`config.mk`:
```
export PLATFORM = sky130hd
export DESIGN_NAME = framebuffer_writer
export DESIGN_NICKNAME = d
export VERILOG_FILES = /design/src/rtl/framebuffer_writer_pkg.sv /design/src/rtl/framebuffer_writer_sync_rise_detect.sv /design/src/rtl/framebuffer_writer.sv
export SDC_FILE = /design/constraint.sdc
export NUM_CORES = 1
export LEC_CHECK = 0
export ABC_AREA = 1
export CORE_MARGIN = 5
export CORE_UTILIZATION = 25
export CTS_CLUSTER_SIZE = 40
export DETAILED_ROUTE_END_ITERATION = 7
export GPL_TIMING_DRIVEN = 0
export SLEW_MARGIN = 20
export SYNTH_ARGS = -nofsm -noshare
export SYNTH_HDL_FRONTEND = slang
export SYNTH_SLANG_ARGS = --single-unit
```
`constraint.sdc`:
```
create_clock -name clk -period 2.53 [get_ports clk]
set_clock_uncertainty 0.2 [all_clocks]
set_input_delay 0.506 -clock clk [delete_from_list [all_inputs] [get_ports clk]]
set_output_delay 0.506 -clock clk [all_outputs]
set_load 0.02 [all_outputs]
```
`src/rtl/framebuffer_writer_pkg.sv`:
```
// Shared panel geometry defaults and RGB565 field helpers for the framebuffer writer
// and the HUB75 scanner that reads the same RAM.
package framebuffer_writer_pkg;

    localparam int unsigned WIDTH_DEF   = 64;
    localparam int unsigned HEIGHT_DEF  = 32;
    localparam int unsigned TIMEOUT_DEF = 65535;
    localparam int unsigned PIXEL_W     = 16;

    typedef logic [PIXEL_W-1:0] rgb565_t;

    function automatic logic [4:0] rgb565_r(input rgb565_t px);
        return px[15:11];
    endfunction

    function automatic logic [5:0] rgb565_g(input rgb565_t px);
        return px[10:5];
    endfunction

    function automatic logic [4:0] rgb565_b(input rgb565_t px);
        return px[4:0];
    endfunction

endpackage

```
`src/rtl/framebuffer_writer_sync_rise_detect.sv`:
```
// Three-flop synchroniser with a rising-edge pulse on the synchronised signal.
// PRESET lets a signal held high across reset produce no edge.
module sync_rise_detect #(
    parameter logic PRESET = 1'b1
) (
    input  logic clk,
    input  logic reset,
    input  logic async_in,
    output logic rise
);

    logic s1_q, s2_q, s3_q;
    logic s1_d, s2_d, s3_d;

    always_comb begin
        s1_d = async_in;
        s2_d = s1_q;
        s3_d = s2_q;
    end

    always_ff @(posedge clk) begin
        if (reset) begin
            s1_q <= PRESET;
            s2_q <= PRESET;
            s3_q <= PRESET;
        end else begin
            s1_q <= s1_d;
            s2_q <= s2_d;
            s3_q <= s3_d;
        end
    end

    assign rise = s2_q & ~s3_q;

endmodule

```
`src/rtl/framebuffer_writer.sv`:
```
// Writes synchronised SPI pixel words in raster order into the back half of a
// double-buffered framebuffer, flipping halves per frame and resyncing after idle gaps.
module framebuffer_writer
    import framebuffer_writer_pkg::*;
#(
    parameter int unsigned WIDTH   = WIDTH_DEF,
    parameter int unsigned HEIGHT  = HEIGHT_DEF,
    parameter int unsigned TIMEOUT = TIMEOUT_DEF,
    parameter int unsigned X_W     = $clog2(WIDTH),
    parameter int unsigned Y_W     = $clog2(HEIGHT),
    parameter int unsigned ADDR_W  = 1 + Y_W + X_W
) (
    input  logic              clk,
    input  logic              reset,
    input  logic [15:0]       pixel_data,
    input  logic              pixel_clock,
    output logic [ADDR_W-1:0] fb_write_addr,
    output logic [15:0]       fb_write_data,
    output logic              fb_write_en,
    output logic              display_buffer,
    output logic              frame_done
);

    localparam int unsigned CNT_W = $clog2(TIMEOUT + 1);
    localparam logic [X_W-1:0]   X_LAST   = X_W'(WIDTH - 1);
    localparam logic [Y_W-1:0]   Y_LAST   = Y_W'(HEIGHT - 1);
    localparam logic [CNT_W-1:0] IDLE_MAX = CNT_W'(TIMEOUT - 1);

    logic rise;

    sync_rise_detect #(
        .PRESET(1'b1)
    ) u_sync (
        .clk     (clk),
        .reset   (reset),
        .async_in(pixel_clock),
        .rise    (rise)
    );

    logic              pend_q, pend_d;
    rgb565_t           cap_q, cap_d;
    logic [X_W-1:0]    x_q, x_d;
    logic [Y_W-1:0]    y_q, y_d;
    logic [CNT_W-1:0]  idle_q, idle_d;
    logic              disp_q, disp_d;
    logic              flip_pend_q, flip_pend_d;
    logic              frame_done_q, frame_done_d;
    logic              we_q, we_d;
    logic [ADDR_W-1:0] addr_q, addr_d;
    rgb565_t           wdata_q, wdata_d;

    logic           timeout;
    logic [X_W-1:0] x_eff;
    logic [Y_W-1:0] y_eff;

    always_comb begin
        pend_d       = rise;
        cap_d        = rise ? pixel_data : cap_q;
        x_d          = x_q;
        y_d          = y_q;
        idle_d       = idle_q;
        disp_d       = disp_q;
        flip_pend_d  = 1'b0;
        frame_done_d = 1'b0;
        we_d         = 1'b0;
        addr_d       = addr_q;
        wdata_d      = wdata_q;

        // Timeout resolves before a coincident word, so that word lands at (0,0).
        timeout = (idle_q == IDLE_MAX);
        x_eff   = timeout ? '0 : x_q;
        y_eff   = timeout ? '0 : y_q;

        if (pend_q) begin
            we_d    = 1'b1;
            addr_d  = {~disp_q, y_eff, x_eff};
            wdata_d = cap_q;
            idle_d  = '0;
            if (x_eff == X_LAST) begin
                x_d = '0;
                if (y_eff == Y_LAST) begin
                    y_d         = '0;
                    flip_pend_d = 1'b1;
                end else begin
                    y_d = y_eff + 1'b1;
                end
            end else begin
                x_d = x_eff + 1'b1;
                y_d = y_eff;
            end
        end else begin
            x_d    = x_eff;
            y_d    = y_eff;
            idle_d = timeout ? idle_q : idle_q + 1'b1;
        end

        if (flip_pend_q) begin
            disp_d       = ~disp_q;
            frame_done_d = 1'b1;
        end
    end

    always_ff @(posedge clk) begin
        if (reset) begin
            pend_q       <= 1'b0;
            cap_q        <= '0;
            x_q          <= '0;
            y_q          <= '0;
            idle_q       <= '0;
            disp_q       <= 1'b0;
            flip_pend_q  <= 1'b0;
            frame_done_q <= 1'b0;
            we_q         <= 1'b0;
            addr_q       <= '0;
            wdata_q      <= '0;
        end else begin
            pend_q       <= pend_d;
            cap_q        <= cap_d;
            x_q          <= x_d;
            y_q          <= y_d;
            idle_q       <= idle_d;
            disp_q       <= disp_d;
            flip_pend_q  <= flip_pend_d;
            frame_done_q <= frame_done_d;
            we_q         <= we_d;
            addr_q       <= addr_d;
            wdata_q      <= wdata_d;
        end
    end

    assign fb_write_addr  = addr_q;
    assign fb_write_data  = wdata_q;
    assign fb_write_en    = we_q;
    assign display_buffer = disp_q;
    assign frame_done     = frame_done_q;

endmodule

```
==> impl_metrics.ini, run 1 <==
[synth]
synthCells = 395
yosysTopAreaCell = dfxtp_1
yosys-top-cells-count = dfxtp_1 (79), nor2_1 (72), nand2_1 (57)
seq_area_frac_synth_pct = 49.76
yosys_warnings = 0
synthesis.nets = 419
async_flop_share_pct = 0
synth-seq-cells = 79
synth.distinct_cells = 32
synth.most_common_cell = dfxtp_1
synth_area_leaders = dfxtp_1 (50%), nor2_1 (8.5%), nand2_1 (6.7%), o21ai_0 (5.7%), inv_1 (4.4%)
syn_area_um2 = 3178
synth.avg_cell_area_um2 = 8.046
netlist.area_leader.share_pct = 49.76
synth_flop_cell = dfxtp_1
synth_edf_count = 0

[critical_path]
critPathLaunchType = flop
reg2reg_depth = 15
crit_top_cell = inv_1
slowest_stage = dfxtp_2
cp.required_ns = 2.56
cp_num_buf_inv = 3
path_cells = inv_1 -> ha_2 -> nand3_1 -> inv_1 -> nand2_2 -> nor2_8 -> nor2_4 -> ha_1 -> nand2_1 -> inv_1 -> nand3_2 -> nor2_4 -> nand2_4 -> o21ai_1 -> nor2_1
crit_type = flop to flop
crit_path_end_kind = flop
cp.arrival_ns = 2.37
max_stage_delay_ns = 0.37
cp_top_family = simple AND/OR/NAND/NOR gates
worst-path-stages = 15
crit_fanout = 8

[routing]
dr_wl_met2_um = 3390
routedWlPerCell_um = 11.97
top_layer = met4
drtIter0Drc = 103
drt-total-wl_um = 7530
drcViolationCount = 0
met1_length_um = 3682
drtAntennaViolNets = 0
wl_met3_um = 340
drt-pass1-iter-count = 4
vias = 2676
vias_per_cell = 4.254

[global_routing]
grt_pass1_wl_um = 12740
grt_max_degree = 13
grt-ovfl-total = 0
grt_pass1_vias = 2705
grtUsageTotal_pct = 10.73
antenna_found_initial = 0

[placed_design]
postPlaceCellArea_um2 = 3874
place_inst = 615
gp_congestion = 0.9070
portBuffers = 48
post-dp-hpwl_um = 5367

[layout]
fin_cells = 629
antenna_cells_inserted = 0
area_growth_pct = 31.97
nets = 478
final_layout_size_suffix_gt1_share_pct = 11.16
fin_area_um2 = 4194

[clock_tree]
insertion_delay_ns = 0.33
cts_inserted_buffers = 9
htreeDepth = 3
cts.sinks = 79
clock_path_buffers = 2
cts.clk_slew.worst_paths_ns = 0.06
tritoncts = yes
cts_setup_buffers = 0
cts-root-buf = clkbuf_16

[power_and_ir_drop]
power_frac_clock_pct = 49.4
ir_worst_vdd_mv = 0.3290
p_switching_w = 0.0005440
p_comb_share_pct = 3.5
pwr-share-seq_pct = 47.1
p_int_w = 0.002155
p_sw_share_pct = 20.16
p_per_area_nw_per_um2 = 643.5
leakagePower_nw = 1.686

[die]
die_x_um = 122.8
rows = 41
start_util_pct = 25.39
core_area_um2 = 12520
die_area_um2 = 15070
fp.dieH_um = 122.8
io_pins = 50

[sta]
holdWs_ns = 0.2144
worstMarginPinSlew_ns = 0.5049
maxSlewHeadroom_pct = 66.34
min_period_ns = 2.337
max_freq_ghz = 0.4278
rsz0062_at_grt = no
layout_worst_path_cycle_share_pct = 92.38
setup_tns_ns = 0
hold_viol = 0
setup_viol = 0
slew_viol_final = 0

[worst_hold_path]
worstHoldPathCells = 1
hp-class = flop to flop

[outcome]
outcome = complete, no violations

[flow_run]
cap_violations = 0
-- power groups by stage --
| stage | sequential, W | combinational [W] | clock [W] |
|---|---|---|---|
| 2_1_floorplan | 0.00130 | 0.0000473 | 0 |
| 3_3_place_gp | 0.00130 | 0.0000940 | 0 |
| 4_1_cts | 0.00127 | 0.0000960 | 0.00136 |
| 3_5_place_dp | 0.00130 | 0.0000953 | 0 |
| 6_report | 0.00127 | 0.0000944 | 0.00133 |
| 5_1_grt | 0.00127 | 0.000105 | 0.00141 |
-- through the flow --
stage	utilization, %	setup WS [ns]	total power (W)
2_1_floorplan	-	0.3324	0.001345
3_3_place_gp	30.95	0.1001	0.001392
3_5_place_dp	30.95	0.05646	0.001394
4_1_cts	33.36	0.02653	0.002725
5_1_grt	33.51	0.01476	0.002789
6_report	33.51	0.1927	0.002699
-- timing repair --
item,in CTS,in global routing
gates resized for setup,0,6
hold buffers,0,0
endpoints found under the setup margin,0,9
-- area by class of cell --
type	count	area (um2)
Clock inverter	4	72.57
Multi-Input combinational cell	258	1384
Timing Repair Buffer	48	480.5
Inverter	45	168.9
Clock buffer	10	229.0
Buffer	13	61.31
Sequential cell	79	1583
Tap cell	172	215.2
Fill cell	1345	8323
-- cell families after synthesis --
group                      Yosys count  share of synthesized area [%]
DFF                                 79                          49.76
AOI/OAI and AO/OA                   66                          12.32
adders and majority gates            5                          1.969
xor gates and xnor gates            15                          4.134
buffers and inverters               58                          7.244
and+or+nand+nor                    172                          24.57
-- metal layers --
metal	vias to the layer above	track usage (%)
met5	-	0
met4	0	3.429
met3	9	3.318
met2	59	17.39
met1	1237	13.59
li1	1371	-
-- flip-flops by register name, indices dropped and copies added (netlist names) --
signal / count
cap_q: 16
fb_write_data: 16
idle_q: 16
fb_write_addr: 12
x_q: 6
y_q: 5
display_buffer: 1
fb_write_en: 1
flip_pend_q: 1
frame_done: 1
pend_q: 1
u_sync.s1_q: 1
u_sync.s2_q: 1
u_sync.s3_q: 1
-- cells in the final DEF, fill, tap and decap left out, drive strengths merged --
| master | n |
|---|---|
| nor4 | 1 |
| a22o | 14 |
| bufinv | 2 |
| ha | 5 |
| inv | 44 |
| xnor2 | 9 |
| nand4 | 3 |
| clkbuf | 16 |
| nand3 | 16 |
| buf | 7 |
| nor2 | 80 |
| a21oi | 10 |
| or2 | 5 |
| nand2 | 64 |
| clkinvlp | 1 |
| o21ai | 41 |
| nand3b | 1 |
| clkinv | 2 |
| clkdlybuf4s50 | 48 |
| nor3 | 2 |
| dfxtp | 79 |
| xor2 | 6 |
| a32o | 1 |
-- worst paths after layout --
| path | startpoint | end | slack [ns] |
|---|---|---|---|
| min reg2reg | u_sync.s1_q | u_sync.s2_q | 0.21 |
| max reg2reg | idle_q[0] | y_q[0] | 0.19 |
| max | idle_q[0] | y_q[0] | 0.19 |
| min | u_sync.s1_q | u_sync.s2_q | 0.21 |
Power figures use the tool's default switching activity.
==> inputs of run 2 (changes only) <==
Settings changed: CELL_PAD_IN_SITES_DETAIL_PLACEMENT set to 0, CELL_PAD_IN_SITES_GLOBAL_PLACEMENT set to 1, CORE_MARGIN 5 to 2, PLACE_DENSITY_LB_ADDON set to 0.1.
Clock period 2.53 ns to 2.1 ns, I/O delays scaled along.
==> impl_metrics.ini, run 2 (synthesis results as in run 1) <==
[power_and_ir_drop]
total_power_w = 0.003367
p_sw_share_pct = 21.18
leakagePower_nw = 1.828
p_int_w = 0.002653
pwr-share-seq_pct = 45.5
ir_worst_vdd_mv = 0.2811
p_per_area_nw_per_um2 = 744.5
power_frac_clock_pct = 50.6
p_comb_share_pct = 3.9
p_switching_w = 0.0007132

[global_routing]
grt_pass1_vias = 2620
antenna_found_initial = 0
grtUsageTotal_pct = 12.73
grt_pass1_wl_um = 13120
grt_max_degree = 14
grt-ovfl-total = 0

[sta]
min_period_ns = 2.102
rsz0062_at_grt = yes
slew_viol_final = 0
layout_setup_ws_ns = -0.001788
maxSlewHeadroom_pct = 59.68
max_freq_ghz = 0.4758
worstMarginPinSlew_ns = 0.6047
hold_viol = 0
layout_worst_path_cycle_share_pct = 100.1
setup_tns_ns = -0.001788
setup_viol = 1

[critical_path]
critPathLaunch = idle_q[0]
critPathLaunchType = flop
timing.rr.start = idle_q[0]
max_stage_delay_ns = 0.36
worst-path-stages = 16
setup.worst_path.end = y_q[3]
cp.required_ns = 2.13
r2r_setup_slack_ns = -0.002
cp_num_buf_inv = 4
cp.arrival_ns = 2.13
worstReg2RegEnd = y_q[3]
path_cells = inv_4 -> ha_4 -> nand3_4 -> inv_2 -> nand2_4 -> nor2_8 -> nor2_4 -> ha_4 -> nand2_2 -> inv_2 -> nand3_4 -> nor2_4 -> buf_12 -> nand3_1 -> nand3_1 -> nand2_1
cp_top_family = simple AND/OR/NAND/NOR gates
crit_type = flop to flop
crit_path_end_kind = flop
slowest_stage = dfxtp_4
reg2reg_depth = 16
crit_fanout = 6

[die]
start_util_pct = 25.39
core_area_um2 = 12520
fp.dieH_um = 116.8
die_area_um2 = 13630
die_x_um = 116.8
io_pins = 50
rows = 41

[placed_design]
post-dp-hpwl_um = 5473
postPlaceCellArea_um2 = 3880
portBuffers = 48
gp_congestion = 0.8073

[clock_tree]
cts_inserted_buffers = 9
htreeDepth = 3
cts-root-buf = clkbuf_16
cts.clk_slew.worst_paths_ns = 0.06
tritoncts = yes
insertion_delay_ns = 0.33
clock_path_buffers = 2
cts.sinks = 79

[routing]
vias = 2682
drt-pass1-iter-count = 4
drt-total-wl_um = 8150
routedWlPerCell_um = 12.62
vias_per_cell = 4.152
drtAntennaViolNets = 0
drcViolationCount = 0
drtIter0Drc = 86

[layout]
nets = 493
most-common-layout-cells = nor2_1 (67), dfxtp_1 (66), nand2_1 (49), clkdlybuf4s50_1 (48), o21ai_0 (35)
antenna_cells_inserted = 0
fin_util_pct = 36.13
layout_commonest_cell = nor2_1
final_layout_size_suffix_gt1_share_pct = 22.78
fin_area_um2 = 4522
area_growth_pct = 42.28

[worst_hold_path]
hp-class = input port to flop

[outcome]
failed_checks = negative setup slack
outcome = complete, but fails checks

[flow_run]
cap_violations = 0
[run 2: cell count changes in the layout (fill, tap and decap cells not counted), moves of 4 or more]
cell / before / now
dfxtp_2: 1 / 11
o21ai_2: 0 / 4
nor2_1: 71 / 67
nand2_4: 1 / 6
inv_1: 37 / 32
nand2_1: 56 / 49
buf_4: 0 / 15
dfxtp_1: 78 / 66
inv_2: 7 / 11
[run 2: metal layers]
metal,up-vias,wire length (um),global-route usage (%)
li1,1412,-,-
met1,1218,4109,17.06
met2,44,3573,19.11
met3,8,321,3.062
met4,0,146,6.353
met5,-,0,0
[run 2: through the flow]
stage	cells	hold slack, ns	setup slack [ns]
2_1_floorplan	395	0.1895	0.01761
3_3_place_gp	615	0.2115	-0.2620
3_5_place_dp	615	0.2045	-0.2943
4_1_cts	642	0.1999	-0.04720
5_1_grt	646	0.2147	-0.09916
6_report	646	0.2060	-0.001788
[run 2: cell type report]
class	count	area, um2
plain buffers	12	51.30
clock buffers	11	242.7
clock inverters	5	81.33
fillers	1352	7995
inverters	45	173.9
multi-input cells	258	1541
flip-flops and latches	79	1603
well taps	172	215.2
repair buffers	64	613.1
[run 2: what timing repair did]
item / in CTS / in global routing
setup endpoints to repair: 9 / 16
setup buffers: 11 / 5
pin swaps: 16 / 17
hold buffers: 0 / 0
resized for setup: 23 / 40
[run 2: worst min-delay path by stage]
| stage | start | to | slack, ns | cells past startpoint |
|---|---|---|---|---|
| finish | reset | display_buffer | 0.21 | 2 |
| CTS | reset | display_buffer | 0.20 | 2 |
| floorplan | u_sync.s1_q | u_sync.s2_q | 0.19 | 1 |
| detailed placement | u_sync.s1_q | u_sync.s2_q | 0.20 | 1 |
| global route | reset | frame_done | 0.21 | 2 |
| global placement | u_sync.s1_q | u_sync.s2_q | 0.21 | 1 |
[run 2: power groups by stage]
stage	sequential [W]	clock, W	combinational (W)
floorplan	0.00156	0	0.0000575
global placement	0.00157	0	0.000118
detailed placement	0.00157	0	0.000118
global route	0.00153	0.00182	0.000149
finish	0.00153	0.00170	0.000132
CTS	0.00153	0.00175	0.000131
